$ cat src/rtl/irq_timer.sv
// irq_timer: memory-mapped countdown timer used as a CP0 hardware interrupt source (one-shot / periodic).
// Defining IRQ_TIMER_PRESCALE_EN adds a CTRL[7:4] prescaler that stretches each COUNT step to PS+1 cycles.
module irq_timer #(
   parameter int COUNT_W = 32
) (
   input  logic        clk,
   input  logic        rst,
   input  logic [1:0]  Addr,
   input  logic        WE,
   input  logic [31:0] WD,
   output logic [31:0] RD,
   output logic        IRQ
);

`ifdef IRQ_TIMER_PRESCALE_EN
   localparam int CTRL_W = 8;
`else
   localparam int CTRL_W = 4;
`endif
   localparam logic [COUNT_W-1:0] CNT_ONE  = COUNT_W'(1);
   localparam logic [COUNT_W-1:0] CNT_ZERO = COUNT_W'(0);

   typedef enum logic [1:0] {
      ST_IDLE = 2'd0,
      ST_LOAD = 2'd1,
      ST_CNT  = 2'd2,
      ST_INT  = 2'd3
   } state_e;

   state_e              state_q, state_d;
   logic [CTRL_W-1:0]   ctrl_q, ctrl_d;
   logic [COUNT_W-1:0]  preset_q, preset_d;
   logic [COUNT_W-1:0]  count_q, count_d;
   logic                pend_q, pend_d;
   logic                irq_q, irq_d;
   logic                tick_s;
   logic [31:0]         rd_s;
   logic                unused_wd;
`ifdef IRQ_TIMER_PRESCALE_EN
   logic [3:0]          ps_q, ps_d;
`endif

   // WD bits beyond the implemented register widths are don't-care
   assign unused_wd = ^WD;

`ifdef IRQ_TIMER_PRESCALE_EN
   assign tick_s = (ps_q == ctrl_q[7:4]);
`else
   assign tick_s = 1'b1;
`endif

   // Next-state: bus writes win over every FSM step in the same cycle
   always_comb begin
      state_d  = state_q;
      ctrl_d   = ctrl_q;
      preset_d = preset_q;
      count_d  = count_q;
      pend_d   = pend_q;
`ifdef IRQ_TIMER_PRESCALE_EN
      ps_d     = ps_q;
`endif
      if (WE && (Addr == 2'd0)) begin
         ctrl_d  = WD[CTRL_W-1:0];
         pend_d  = 1'b0;
         state_d = ST_IDLE;
`ifdef IRQ_TIMER_PRESCALE_EN
         ps_d    = 4'd0;
`endif
      end else if (WE && (Addr == 2'd1)) begin
         preset_d = WD[COUNT_W-1:0];
         pend_d   = 1'b0;
         state_d  = ST_IDLE;
`ifdef IRQ_TIMER_PRESCALE_EN
         ps_d     = 4'd0;
`endif
      end else begin
         case (state_q)
            ST_IDLE: begin
               if (ctrl_q[0]) state_d = ST_LOAD;
               else           state_d = ST_IDLE;
            end
            ST_LOAD: begin
               count_d = preset_q;
               state_d = ST_CNT;
`ifdef IRQ_TIMER_PRESCALE_EN
               ps_d    = 4'd0;
`endif
            end
            ST_CNT: begin
               if (!ctrl_q[0]) begin
                  state_d = ST_IDLE;
               end else if (tick_s) begin
`ifdef IRQ_TIMER_PRESCALE_EN
                  ps_d = 4'd0;
`endif
                  // PRESET of 0 expires like 1 instead of wrapping
                  if (count_q > CNT_ONE) begin
                     count_d = count_q - CNT_ONE;
                  end else begin
                     count_d = CNT_ZERO;
                     pend_d  = 1'b1;
                     state_d = ST_INT;
                  end
               end else begin
`ifdef IRQ_TIMER_PRESCALE_EN
                  ps_d    = ps_q + 4'd1;
`else
                  state_d = ST_CNT;
`endif
               end
            end
            ST_INT: begin
               if (ctrl_q[2:1] == 2'b01) begin
                  pend_d  = 1'b0;
                  state_d = ST_LOAD;
               end else begin
                  ctrl_d[0] = 1'b0;
                  state_d   = ST_IDLE;
               end
            end
            default: state_d = ST_IDLE;
         endcase
      end
      irq_d = pend_d & ctrl_d[3];
   end

   // State registers with synchronous reset
   always_ff @(posedge clk) begin
      if (rst) begin
         state_q  <= ST_IDLE;
         ctrl_q   <= {CTRL_W{1'b0}};
         preset_q <= CNT_ZERO;
         count_q  <= CNT_ZERO;
         pend_q   <= 1'b0;
         irq_q    <= 1'b0;
`ifdef IRQ_TIMER_PRESCALE_EN
         ps_q     <= 4'd0;
`endif
      end else begin
         state_q  <= state_d;
         ctrl_q   <= ctrl_d;
         preset_q <= preset_d;
         count_q  <= count_d;
         pend_q   <= pend_d;
         irq_q    <= irq_d;
`ifdef IRQ_TIMER_PRESCALE_EN
         ps_q     <= ps_d;
`endif
      end
   end

   // Read mux shows pre-edge register contents
   always_comb begin
      rd_s = 32'd0;
      case (Addr)
         2'd0:    rd_s = 32'(ctrl_q);
         2'd1:    rd_s = 32'(preset_q);
         2'd2:    rd_s = 32'(count_q);
         default: rd_s = 32'd0;
      endcase
   end

   assign RD  = rd_s;
   assign IRQ = irq_q;

endmodule

$ cat config.mk
export PLATFORM = sky130hd
export DESIGN_NAME = irq_timer
export DESIGN_NICKNAME = d
export VERILOG_FILES = /design/src/rtl/irq_timer.sv
export SDC_FILE = /design/constraint.sdc
export NUM_CORES = 1
export LEC_CHECK = 0
export CORE_MARGIN = 5
export CORE_UTILIZATION = 48
export CTS_CLUSTER_SIZE = 25
export DETAILED_ROUTE_END_ITERATION = 10
export GPL_TIMING_DRIVEN = 0
export PLACE_DENSITY_LB_ADDON = 0.08
export SLEW_MARGIN = 20
export SYNTH_ARGS = -nofsm -noshare
export SYNTH_HDL_FRONTEND = slang
export SYNTH_SLANG_ARGS = --single-unit
$ cat constraint.sdc
create_clock -name clk -period 2.4 [get_ports clk]
set_input_delay 0.6 -clock clk [delete_from_list [all_inputs] [get_ports clk]]
set_output_delay 0.6 -clock clk [all_outputs]
set_load 0.01 [all_outputs]
* Word level (Yosys, flattened, before mapping)
Cells that the tools add are included.
** Storage, ports and cells
- Register bits :: 72
- Bits of input ports :: 37
- Output and inout port bits :: 33
- Logic and storage cells :: 53
** Operators by class
- Add/sub/neg operators :: 1
- Magnitude comparators :: 1
- Equal/unequal tests :: 10
- Multiplexer cells :: 20
- Bitwise gates (word level) :: 3
- Reduce and logical (&&, ||, !) cells :: 10
** Operators with widths (number)
- $pmux 32 s3 :: 1
- $mux 32 :: 2
- $pmux 32 s2 :: 1
- $gt 32x1->1 const B :: 1
- $sub 32x1->32 const B :: 1
- $mux 1 :: 11
- $pmux 2 s4 :: 1
- $eq 2x1->1 const B :: 3
- $eq 2x2->1 const B :: 3
- $ne 2x2->1 const B :: 3
- $logic_not 2->1 :: 2
- $mux 2 :: 2
- $reduce_and 4->1 :: 1
- $reduce_bool 2->1 :: 2
- $mux 3 :: 1
- $ne 3x3->1 const B :: 1
- $reduce_and 3->1 :: 1
- $reduce_or 3->1 :: 1
- $logic_and 1x1->1 :: 2
- $not 1->1 :: 2
- $pmux 1 s2 :: 1
- $reduce_and 2->1 :: 1
- $and 1x1->1 :: 1

* Depth between registers and ports, before layout
- Word-level depth :: 7
- Depth in mapped cells :: 9
- Mapped depth without buffers :: 8

* Least setup slack after synthesis
No wires, ideal clock.
- Kind :: register to register
- Start :: register count_q[20]
- End :: register count_q[12]
- Library setup time :: 0.136 ns
- Data arrival time :: 2.287 ns
- Required time :: 2.264 ns
- Setup slack :: -0.023 ns
- Cell stages (with the launch flop) :: 8
- Path buffers :: 1
- Period minus slack after synthesis :: 2.423 ns
- Cells stage by stage :: dfxtp_1 > or4_4 > or4_4 > nor4_4 > nor2_2 > buf_2 > a32oi_1 > o32ai_1
** Between the ends
- Word-level cells in the longest chain between the ends :: 4
** Ends and longest elaborated chain
- from (decl) :: line 33 : logic [COUNT_W-1:0] count_q, count_d;
- from (signal assigned) :: line 143 : count_q <= count_d;
- $gt 32x1->1 :: line 97 : if (count_q > CNT_ONE) begin
- $mux 32 :: line 97
- $mux 32 :: line 90 : if (!ctrl_q[0]) begin
- $pmux 32 s2 :: line 77 : case (state_q)
No other way between the ends. The select of a mux whose other input is x is not followed.
A chain may end at the register's enable or synchronous reset.

* Worst setup path in the final report
- Start :: input port Addr[0]
- End :: output port RD[28]
** Between the ends
- Word-level cells in the longest chain between the ends :: 2
- Elaborated cells between the ends (all ways) :: 4
- Classes of those cells :: eq/ne (2); mux (1); reduce/logical (1)
** Ends and longest elaborated chain
- from (decl) :: line 8 : input logic [1:0] Addr,
- $eq 2x2->1 (tied with other cells) :: line 155 : case (Addr)
- $pmux 32 s3 * :: line 155
- to (decl) :: line 11 : output logic [31:0] RD,
Every way passes the cells marked *; elsewhere a longest branch is shown, timed or not.

==> results.json <==
{
  "cts_sinks": 72,
  "cts_tree": "built",
  "min_from": "preset_q[20]$_SDFFE_PP0P_",
  "die_x_um": 101,
  "worst_ep_required_time_ns": 1.80,
  "hp-class": "reg2reg",
  "crit_arrival_ns": 1.78,
  "stdcell_count": 746,
  "rows": 33,
  "antenna_cells": 0,
  "p_total_mw": 2.58,
  "grt_pass1_wl_um": 24400,
  "syn_area_um2": 4020,
  "nNetsFinal": 678,
  "synthCells": 535,
  "grt_max_degree": 12,
  "port_buffers": 66,
  "seq_area_frac_synth_pct": 35.9,
  "cp-startpoint": "Addr[0]",
  "clkSlewWorstSetupHoldPaths_ns": 0.07,
  "r2r_setup_slack_ns": 0.03,
  "first_global_vias": 4543,
  "setup_slack_ns": 0.0155,
  "fp.dieH_um": 101,
  "fin_area_um2": 5650,
  "leakage_nw": 2.15,
  "grt_use_total_pct": 30.6,
  "die-area_um2": 10300,
  "start_util_pct": 49.1,
  "antenna_found_initial": 0,
  "clk_latency_ns": 0.36,
  "max_freq_mhz": 419,
  "critPathMaxFanout": 10,
  "pin_count": 70,
  "start_kind": "input port",
  "preCtsSetupSlack_ns": -1.25,
  "hold_viol": 0,
  "critPathKind": "in2out",
  "syn_nets": 577,
  "cts_max_path_buffers": 2,
  "core_um2": 8180,
  "endpoint_kind": "output pin",
  "nFillCells": 701,
  "synth.avg_cell_area_um2": 7.51,
  "overflow": 0,
  "slew_violations": 0,
  "synth_flop_cell": "dfxtp_1",
  "cts_root_buf": "clkbuf_8",
  "status": "finished clean",
  "ys_async_sr_fraction_pct": 0,
  "drt-initial-drc-count": 637,
  "synth_area_leaders": "dfxtp_1, nand2_1, a21oi_1",
  "final.setup.tns_ns": 0,
  "gp_congestion": 0.939,
  "drc_errors": 0,
  "period_needed_ns": 2.38,
  "viasPerCell": 6.50,
  "r2r-start": "count_q[23]$_SDFFE_PP0P_",
  "power.density_nw_per_um2": 456,
  "syn_to_final_growth_pct": 40.6,
  "vias": 4852,
  "drive_gt1_share_pct": 18.1,
  "hold_buffers": 0,
  "synth_area_leader_cell": "dfxtp_1",
  "synth-edff-count": 0,
  "placed_cells": 706,
  "setup_viol": 0,
  "drt-total-wl_um": 15900,
  "cap_violations": 0,
  "synth_top_area_share_pct": 35.9,
  "synth_seq_cells": 72,
  "relSlewSlack_pct": 49.5,
  "htreeDepth": 3,
  "drtAntennaViolNets": 0,
  "yosysUniqueCellTypes": 51,
  "worst_pin_slew_ns": 0.757,
  "fin_skew_ns": 0.00755,
  "numCtsBuffers": 9,
  "place_area_um2": 4810,
  "hpwlAfterDp_um": 10300,
  "peakVddDrop_uv": 248,
  "dr.pass1.iters": 5,
  "ys_warn_count": 0,
  "final.period_utilization_pct": 99.4,
  "wire_per_inst_um": 21.3
}
[worst paths after layout]
path                                                   to  cells past startpoint
worst max-delay path                               RD[28]                      6
worst min register to register  preset_q[20]$_SDFFE_PP0P_                      2
worst max register to register    count_q[5]$_SDFFE_PP0P_                      9
worst min-delay path            preset_q[20]$_SDFFE_PP0P_                      2
[cell usage in the layout (no fill, tap or decap), types with 7 or more instances in the layout]
master | Yosys | layout
o32ai_1 | 13 | 11
dfxtp_1 | 72 | 69
a21oi_1 | 66 | 59
a21oi_2 | 0 | 7
a22oi_1 | 11 | 11
inv_1 | 18 | 18
clkdlybuf4s50_1 | 0 | 34
nand2_1 | 89 | 88
buf_4 | 0 | 17
a22o_1 | 28 | 28
nor2_1 | 26 | 22
clkdlybuf4s15_1 | 0 | 19
and3_1 | 9 | 8
dlygate4sd2_1 | 0 | 12
o21ai_0 | 28 | 23
buf_6 | 0 | 12
nand3_1 | 20 | 19
clkbuf_1 | 34 | 23
nor3_1 | 15 | 10
clkbuf_8 | 0 | 11
[routing by layer]
| layer | wire length [um] | track usage, % | vias to the layer above |
|---|---|---|---|
| met5 | 0 | 0 | - |
| met4 | 622 | 15.4 | 0 |
| met3 | 1770 | 5.10 | 53 |
| met2 | 7080 | 46.6 | 338 |
| met1 | 6450 | 41.8 | 2289 |
| li1 | - | - | 2172 |
[cell type report]
type                            instances  area [um2]  share of cell area [%]
Clock buffer                           12         135                    2.39
Clock inverter                          4        45.0                   0.797
Buffer                                 42         309                    5.47
Multi-Input combinational cell        400        2620                    46.3
Tap cell                              105         131                    2.33
Sequential cell                        72        1450                    25.6
Timing Repair Buffer                   92         895                    15.8
Inverter                               19        72.6                    1.28
[flip-flops by register name (all words and copies together) (netlist names)]
signal / cells
preset_q: 32
count_q: 32
state_q: 2
ctrl_q: 4
pend_q: 1
IRQ: 1
[critical path: stages]
cell           delay (ns)
clkbuf_4             0.16
nor2b_2              0.16
clkbuf_8             0.16
clkbuf_16            0.18
a22o_1               0.24
dlygate4sd2_1        0.28
[synthesized netlist by cell type (2+ instances only)]
master / instances
nand2b_1: 5
a32oi_1: 3
nand3_1: 20
a211oi_1: 2
a21oi_1: 66
o31ai_1: 4
nor2_1: 26
ha_1: 5
o211ai_1: 2
nor2b_1: 3
o21a_1: 2
o21ai_0: 28
inv_1: 18
o32ai_1: 13
o2bb2ai_1: 6
or4_1: 6
or3_1: 3
a31oi_1: 5
nand3b_1: 4
buf_2: 4
a22o_1: 28
and3_1: 9
o41ai_1: 3
nor4_1: 10
dfxtp_1: 72
a22oi_1: 11
or4_4: 2
nand2_1: 89
buf_1: 6
mux2i_1: 6
clkbuf_1: 34
and2_1: 2
nor3_1: 15
nand4_1: 4
o22ai_1: 3
[report_power, final]
part / switching [mW] / internal [mW] / leakage [nW] / total, mW
combinational: 0.213 / 0.188 / 1.48 / 0.401
sequential: 0.0226 / 1.22 / 0.584 / 1.24
clock: 0.463 / 0.477 / 0.0941 / 0.940
total: 0.698 / 1.88 / 2.15 / 2.58
[stage by stage]
| step | util [%] | hold slack [ns] |
|---|---|---|
| 5_1_grt | 69.1 | 0.500 |
| 2_1_floorplan | - | 0.445 |
| 3_5_place_dp | 58.8 | 0.469 |
| 4_1_cts | 67.2 | 0.479 |
| 6_report | 69.1 | 0.478 |
| 3_3_place_gp | 58.8 | 0.464 |
[logic make-up after synthesis]
family / synth area share (%)
compound gates: 30.2
simple gates: 24.6
xor+xnor: 0.218
fa+ha+maj: 1.56
buf+inv: 6.01
mux: 1.49
flops: 35.9
[timing repair]
action,4_1_cts,5_1_grt
gates cloned,4,0
gates resized for setup,130,47
setup endpoints to repair,68,46
buffers inserted,16,6
pin swaps,37,6
Power figures use the tool's default switching activity.
